<file path="config.mk">
export PLATFORM = sky130hd
export DESIGN_NAME = tile_update_scheduler
export DESIGN_NICKNAME = d
export VERILOG_FILES = /design/src/rtl/tile_update_scheduler.sv
export SDC_FILE = /design/constraint.sdc
export NUM_CORES = 1
export LEC_CHECK = 0
export CAP_MARGIN = 10
export CORE_UTILIZATION = 41
export DETAILED_ROUTE_END_ITERATION = 16
export PLACE_DENSITY = 0.62
export SYNTH_ARGS = -nofsm -noshare
export SYNTH_HDL_FRONTEND = slang
export SYNTH_SLANG_ARGS = --single-unit
</file>
<file path="constraint.sdc">
create_clock -name clk -period 2.7 [get_ports clk]
set_input_delay 0.54 -clock clk [delete_from_list [all_inputs] [get_ports clk]]
set_output_delay 0.54 -clock clk [all_outputs]
set_load 0.05 [all_outputs]
</file>
<file path="src/rtl/tile_update_scheduler.sv">
// tile_update_scheduler: sole write controller for the background tile map.
// Requesters post tile writes. A single grant per cycle moves one post into a
// small FIFO. On vblank_start the entries queued at that moment are written to
// the map, one per cycle, so the map only changes during vertical blanking.
// Optional build macro TILE_ARB_FIXED_PRIO_EN: fixed priority (lowest index wins)
// replaces round-robin arbitration and removes the round-robin pointer.
module tile_update_scheduler #(
  parameter int NUM_REQ    = 2,
  parameter int FIFO_DEPTH = 4,
  parameter int MAP_ROWS   = 12,
  parameter int MAP_COLS   = 17
) (
  input  logic                 clk,
  input  logic                 reset,
  input  logic                 vblank_start,
  input  logic [NUM_REQ-1:0]   req_valid,
  input  logic [NUM_REQ*4-1:0] req_row,
  input  logic [NUM_REQ*5-1:0] req_col,
  input  logic [NUM_REQ*8-1:0] req_tile,
  output logic [NUM_REQ-1:0]   req_ready,
  output logic                 map_we,
  output logic [3:0]           map_row,
  output logic [4:0]           map_col,
  output logic [7:0]           map_tile,
  output logic                 frame_done,
  output logic                 err_range,
  output logic                 err_overflow
);

  localparam int AW = $clog2(FIFO_DEPTH);
  localparam int CW = AW + 1;
`ifndef TILE_ARB_FIXED_PRIO_EN
  localparam int RW = (NUM_REQ > 1) ? $clog2(NUM_REQ) : 1;
`endif

  localparam logic [1:0] ST_IDLE  = 2'd0;
  localparam logic [1:0] ST_DRAIN = 2'd1;
  localparam logic [1:0] ST_DONE  = 2'd2;

  typedef struct packed {
    logic [3:0] row;
    logic [4:0] col;
    logic [7:0] tile;
  } entry_t;

  entry_t        mem_q [FIFO_DEPTH];
  logic [AW-1:0] wr_ptr_q, rd_ptr_q;
  logic [CW-1:0] count_q;
  logic [CW-1:0] left_q, left_d;
  logic [1:0]    state_q, state_d;
  logic          map_we_q;
  entry_t        out_q;
  logic          err_range_q, err_overflow_q;
`ifndef TILE_ARB_FIXED_PRIO_EN
  logic [RW-1:0] rr_ptr_q, rr_nxt;
`endif

  logic   pop, push, accept, in_range, full_block, found;
  entry_t sel_entry;

  // Drain FSM: snapshot the queue depth on vblank_start and pop exactly that many.
  // NOTE: combinational blocks use blocking '=' and assign every output a default
  // first, so no path leaves a signal unassigned and no latch is inferred.
  always_comb begin
    state_d = state_q;
    left_d  = left_q;
    pop     = 1'b0;
    case (state_q)
      ST_IDLE: begin
        if (vblank_start) begin
          if (count_q == '0) begin
            state_d = ST_DONE;
          end else begin
            pop     = 1'b1;
            left_d  = count_q - 1'b1;
            state_d = ST_DRAIN;
          end
        end
      end
      ST_DRAIN: begin
        if (left_q != '0) begin
          pop    = 1'b1;
          left_d = left_q - 1'b1;
        end else begin
          state_d = ST_DONE;
        end
      end
      default: state_d = ST_IDLE;
    endcase
  end

  // Arbiter: grant at most one valid requester when the FIFO has room after any pop.
  always_comb begin
    req_ready  = '0;
    found      = 1'b0;
    sel_entry  = '0;
    full_block = (count_q == CW'(FIFO_DEPTH)) && !pop;
`ifdef TILE_ARB_FIXED_PRIO_EN
    for (int i = 0; i < NUM_REQ; i++) begin
      if (!found && req_valid[i]) begin
        found        = 1'b1;
        req_ready[i] = !reset && !full_block;
        sel_entry    = '{req_row[4*i +: 4], req_col[5*i +: 5], req_tile[8*i +: 8]};
      end
    end
`else
    rr_nxt = '0;
    // First pass covers indices at or after the pointer, second pass wraps around.
    for (int i = 0; i < NUM_REQ; i++) begin
      if (!found && req_valid[i] && (i >= int'(rr_ptr_q))) begin
        found        = 1'b1;
        req_ready[i] = !reset && !full_block;
        sel_entry    = '{req_row[4*i +: 4], req_col[5*i +: 5], req_tile[8*i +: 8]};
        rr_nxt       = (i == NUM_REQ - 1) ? '0 : RW'(i + 1);
      end
    end
    for (int i = 0; i < NUM_REQ; i++) begin
      if (!found && req_valid[i]) begin
        found        = 1'b1;
        req_ready[i] = !reset && !full_block;
        sel_entry    = '{req_row[4*i +: 4], req_col[5*i +: 5], req_tile[8*i +: 8]};
        rr_nxt       = (i == NUM_REQ - 1) ? '0 : RW'(i + 1);
      end
    end
`endif
    accept   = |req_ready;
    in_range = ({1'b0, sel_entry.row} < 5'(MAP_ROWS)) &&
               ({1'b0, sel_entry.col} < 6'(MAP_COLS));
    push     = accept && in_range;
  end

  // Control state, FIFO pointers, map write port and sticky error flags.
  always_ff @(posedge clk) begin
    if (reset) begin
      state_q        <= ST_IDLE;
      left_q         <= '0;
      wr_ptr_q       <= '0;
      rd_ptr_q       <= '0;
      count_q        <= '0;
      map_we_q       <= 1'b0;
      out_q          <= '0;
      err_range_q    <= 1'b0;
      err_overflow_q <= 1'b0;
`ifndef TILE_ARB_FIXED_PRIO_EN
      rr_ptr_q       <= '0;
`endif
    end else begin
      state_q <= state_d;
      left_q  <= left_d;
      if (push) wr_ptr_q <= wr_ptr_q + 1'b1;
      if (pop)  rd_ptr_q <= rd_ptr_q + 1'b1;
      case ({push, pop})
        2'b10:   count_q <= count_q + 1'b1;
        2'b01:   count_q <= count_q - 1'b1;
        default: ;
      endcase
      map_we_q <= pop;
      if (pop) out_q <= mem_q[rd_ptr_q];
      if (accept && !in_range)        err_range_q    <= 1'b1;
      if ((|req_valid) && full_block) err_overflow_q <= 1'b1;
`ifndef TILE_ARB_FIXED_PRIO_EN
      if (accept) rr_ptr_q <= rr_nxt;
`endif
    end
  end

  // FIFO storage; only in-range accepted posts are written.
  // NOTE: the storage array has no reset; the pointers and count define which
  // slots are valid, so clearing the data would only cost reset fan-out.
  always_ff @(posedge clk) begin
    if (push) mem_q[wr_ptr_q] <= sel_entry;
  end

  assign map_we       = map_we_q;
  assign map_row      = out_q.row;
  assign map_col      = out_q.col;
  assign map_tile     = out_q.tile;
  assign frame_done   = (state_q == ST_DONE);
  assign err_range    = err_range_q;
  assign err_overflow = err_overflow_q;

endmodule
</file>
==> metrics <==
outcome finished clean; cell area after placement slightly above 5000 sq um; root cell of the clock tree clkbuf_8; timing-limited maximum frequency 396 MHz; # Max-Cap Violations 0; maximum number of pins on one net before global-route repair 36; worst reg2reg endpoint count_q[2]$_SDFFE_PP0P_; met1 Track Usage GR between 20 and 25%; remaining design rule violation count 0; ANT nets after route 0; first drt pass iteration count 4; Yosys Warn Count 0; height of the chip 103 um; Avg Vias per Cell about 5.0; number of antenna diodes 0; number of global-route vias before repair approximately 2,500; overflow left after global routing 0; post-detail-place hpwl between 5 and 6 mm; CTS tree yes; Data required, critical path roughly 2.2 ns; Clock Skews between 0.01 and 0.015 ns; final-layout worst hold slack about 0.45 ns; worst-skew pair later-pin latency 0.36 ns; unique cell type count in the Yosys netlist 38; slew at the pin with the worst max-slew slack between 0.5 and 0.6 ns; worst reg-to-reg path cell count 12; Final Hold Viols 0; startpoint of the worst hold path err_overflow$_SDFFE_PP0P_; Critical Setup Path Class input port to output pin; fraction of registers with async set or reset after synthesis 0%; Syn Std Cell Area approximately 4200 sq um; Die Area ~11,000 sq um; CP Max Fanout 5; Via Count 2,593; 1st-iter DRT viols a little over 100; area of the placeable core approximately 9800 sq um; Hold Path Class flip-flop to flip-flop; layout filler cell count approximately 860; routability congestion estimate from global placement between 0.7 and 0.8; maximum number of buffers from clock root to sink 2; synthesized area per cell around 14 sq um; Finish-stage setup viols 0; Storage cell area ~2700 sq um; final non-filler cell area about 5400 sq um; GR met2 Demand/Resource between 20% and 30%; number of antenna violations at the first check in global routing 0; Final min period 2.53 ns; area of combinational cells with multiple inputs between 1000 and 1500 sq um; worst ir drop on vdd about 0.36 mV; starting density of the core between 40 and 50%; gate count of the mapped netlist roughly 300; worst endpoint data arrival time just under 2 ns; number of input and output port buffers inserted 61; R2R setup slack about 0.25 ns; total number of nets in the final design around 430; synthesized net count between 300 and 400; area leader, netlist edfxtp_1; GR Util met3 ~2.7%; area overhead of the layout relative to synthesis 28.7%; Hold Path Stages 2; power density cells 841 nW/um^2; Final Cycle Share 93.6%; x dimension of the die around 100 um; I/O pin total 62; top cells by area in the synthesized netlist edfxtp_1, dfxtp_1, mux4_2; cts bufs inserted 9; max-slew headroom at the worst pin about two thirds; Clock Sinks roughly 100; number of synthesized flops with an enable pin between 60 and 70; RSZ-0062 raised after global routing false; Synth top area share around half; kind of end point of the critical path output pin; static leakage ~1.8 nW; origin of the critical flop-to-flop path count_q[0]$_SDFFE_PP0P_; Hold Path Sink err_overflow$_SDFFE_PP0P_; Slew Limit Fails 0; critical path launch point type input port; drt total wl 8.45 mm; sequential fraction of the synthesis area 64.9%; clock input transition at the sequential cells of the worst setup and hold paths 0.09 ns; Routed wire per std cell 16.4 um; number of H-tree levels 3; most used flip-flop cell after synthesis edfxtp_1; total global-route track usage about 17%; first-pass GRT wire length approximately 13 mm; number of cell rows 36; synthesis-stage register bit count a little over 100; fraction of layout instances using a drive strength above 1 roughly a fifth; highest-utilization routing layer at the global route stage met2
timing repair:
item,in CTS,in global routing
setup buffers,1,2
pin swaps,1,2
hold buffers,0,0
resized for setup,3,6
setup endpoints to repair,2,2
worst max-delay path, cell delays in order:
cell and delay (ns):
clkdlybuf4s50_1 0.57, a21boi_2 0.28, buf_4 0.15, nor3b_2 0.18, buf_4 0.15, buf_12 0.12
worst max-delay path by stage:
stage | cells after the start | start | endpoint
after floorplan | 3 | req_valid[0] | req_ready[0]
after global placement | 10 | req_col[3] | count_q[2]$_SDFFE_PP0P_
after detailed placement | 10 | req_col[8] | count_q[2]$_SDFFE_PP0P_
after CTS | 9 | count_q[0]$_SDFFE_PP0P_ | req_ready[0]
after global routing | 6 | req_valid[0] | req_ready[0]
final | 6 | req_valid[0] | req_ready[0]
flip-flops by register name (all words and copies together) (netlist names), 2 cells and up:
name,cells
mem_q,68
map_col,5
map_tile,8
state_q,2
count_q,3
left_q,3
wr_ptr_q,2
map_row,4
rd_ptr_q,2
metal layers:
| layer | wire length [um] | part of all wire, % |
|---|---|---|
| met2 | 4250 | 50 |
| met5 | 0 | 0 |
| met4 | 116 | 1.4 |
| met3 | 275 | 3.3 |
| met1 | 3810 | 45 |
power breakdown:
| part | switching [W] | internal [W] |
|---|---|---|
| combinational | 0.000928 | 0.000712 |
| clock | 0.000524 | 0.000373 |
| sequential | 0.000110 | 0.00186 |
| total | 0.00156 | 0.00295 |
cells by family (layout without fill, tap and decap cells):
family / count (synthesis) / count (layout) / share of synthesized area (%)
buffers and inverters: 26 / 116 / 2.61
and+or+nand+nor: 72 / 72 / 7.90
xor gates and xnor gates: 5 / 5 / 1.05
muxes: 19 / 19 / 9.67
AOI/OAI and AO/OA: 60 / 60 / 10.9
DFF: 101 / 101 / 64.9
adders and majority gates: 10 / 10 / 3.00
area by class of cell:
class	instances	share of cell area [%]
Timing Repair Buffer	88	16.5
Clock inverter	5	0.816
Sequential cell	101	50.5
Multi-Input combinational cell	166	25.7
Tap cell	133	3.10
Inverter	12	0.840
Clock buffer	11	2.64
metrics by stage:
| step | cells | util, % | worst slack, ns | total power [W] | setup TNS [ns] |
|---|---|---|---|---|---|
| 6_report | 516 | 54.6 | 0.173 | 0.00451 | 0 |
| 5_1_grt | 516 | 54.6 | 0.0902 | 0.00476 | 0 |
| 4_1_cts | 515 | 54.4 | -0.0161 | 0.00454 | -0.0161 |
| 3_5_place_dp | 498 | 52.3 | -0.128 | 0.00363 | -0.245 |
| 3_3_place_gp | 498 | 52.3 | -0.101 | 0.00360 | -0.272 |
| 2_1_floorplan | 293 | - | -0.181 | 0.00309 | -0.358 |
placed cells by master, fill, tap and decap left out, drive strengths merged, types with 10 or more instances in the layout:
master and instances:
clkdlybuf4s50 59, ha 10, edfxtp 68, dfxtp 33
buf 29, a21oi 23, clkbuf 11, mux4 17
nand2 42, a22o 17, inv 14
synth_stat cells (all sizes together), types with 2 or more instances:
| cell type | instances |
|---|---|
| edfxtp | 68 |
| nand2 | 42 |
| dfxtp | 33 |
| a21oi | 23 |
| a22o | 17 |
| mux4 | 17 |
| inv | 12 |
| ha | 10 |
| nor2 | 9 |
| buf | 8 |
| o21ai | 7 |
| clkbuf | 6 |
| and3 | 5 |
| nand2b | 4 |
| nor3b | 4 |
| xor2 | 4 |
| nand3 | 3 |
| a211oi | 2 |
| a21boi | 2 |
| a311oi | 2 |
| mux2i | 2 |
| o41ai | 2 |
No activity file was read; power rests on OpenSTA's default activity.
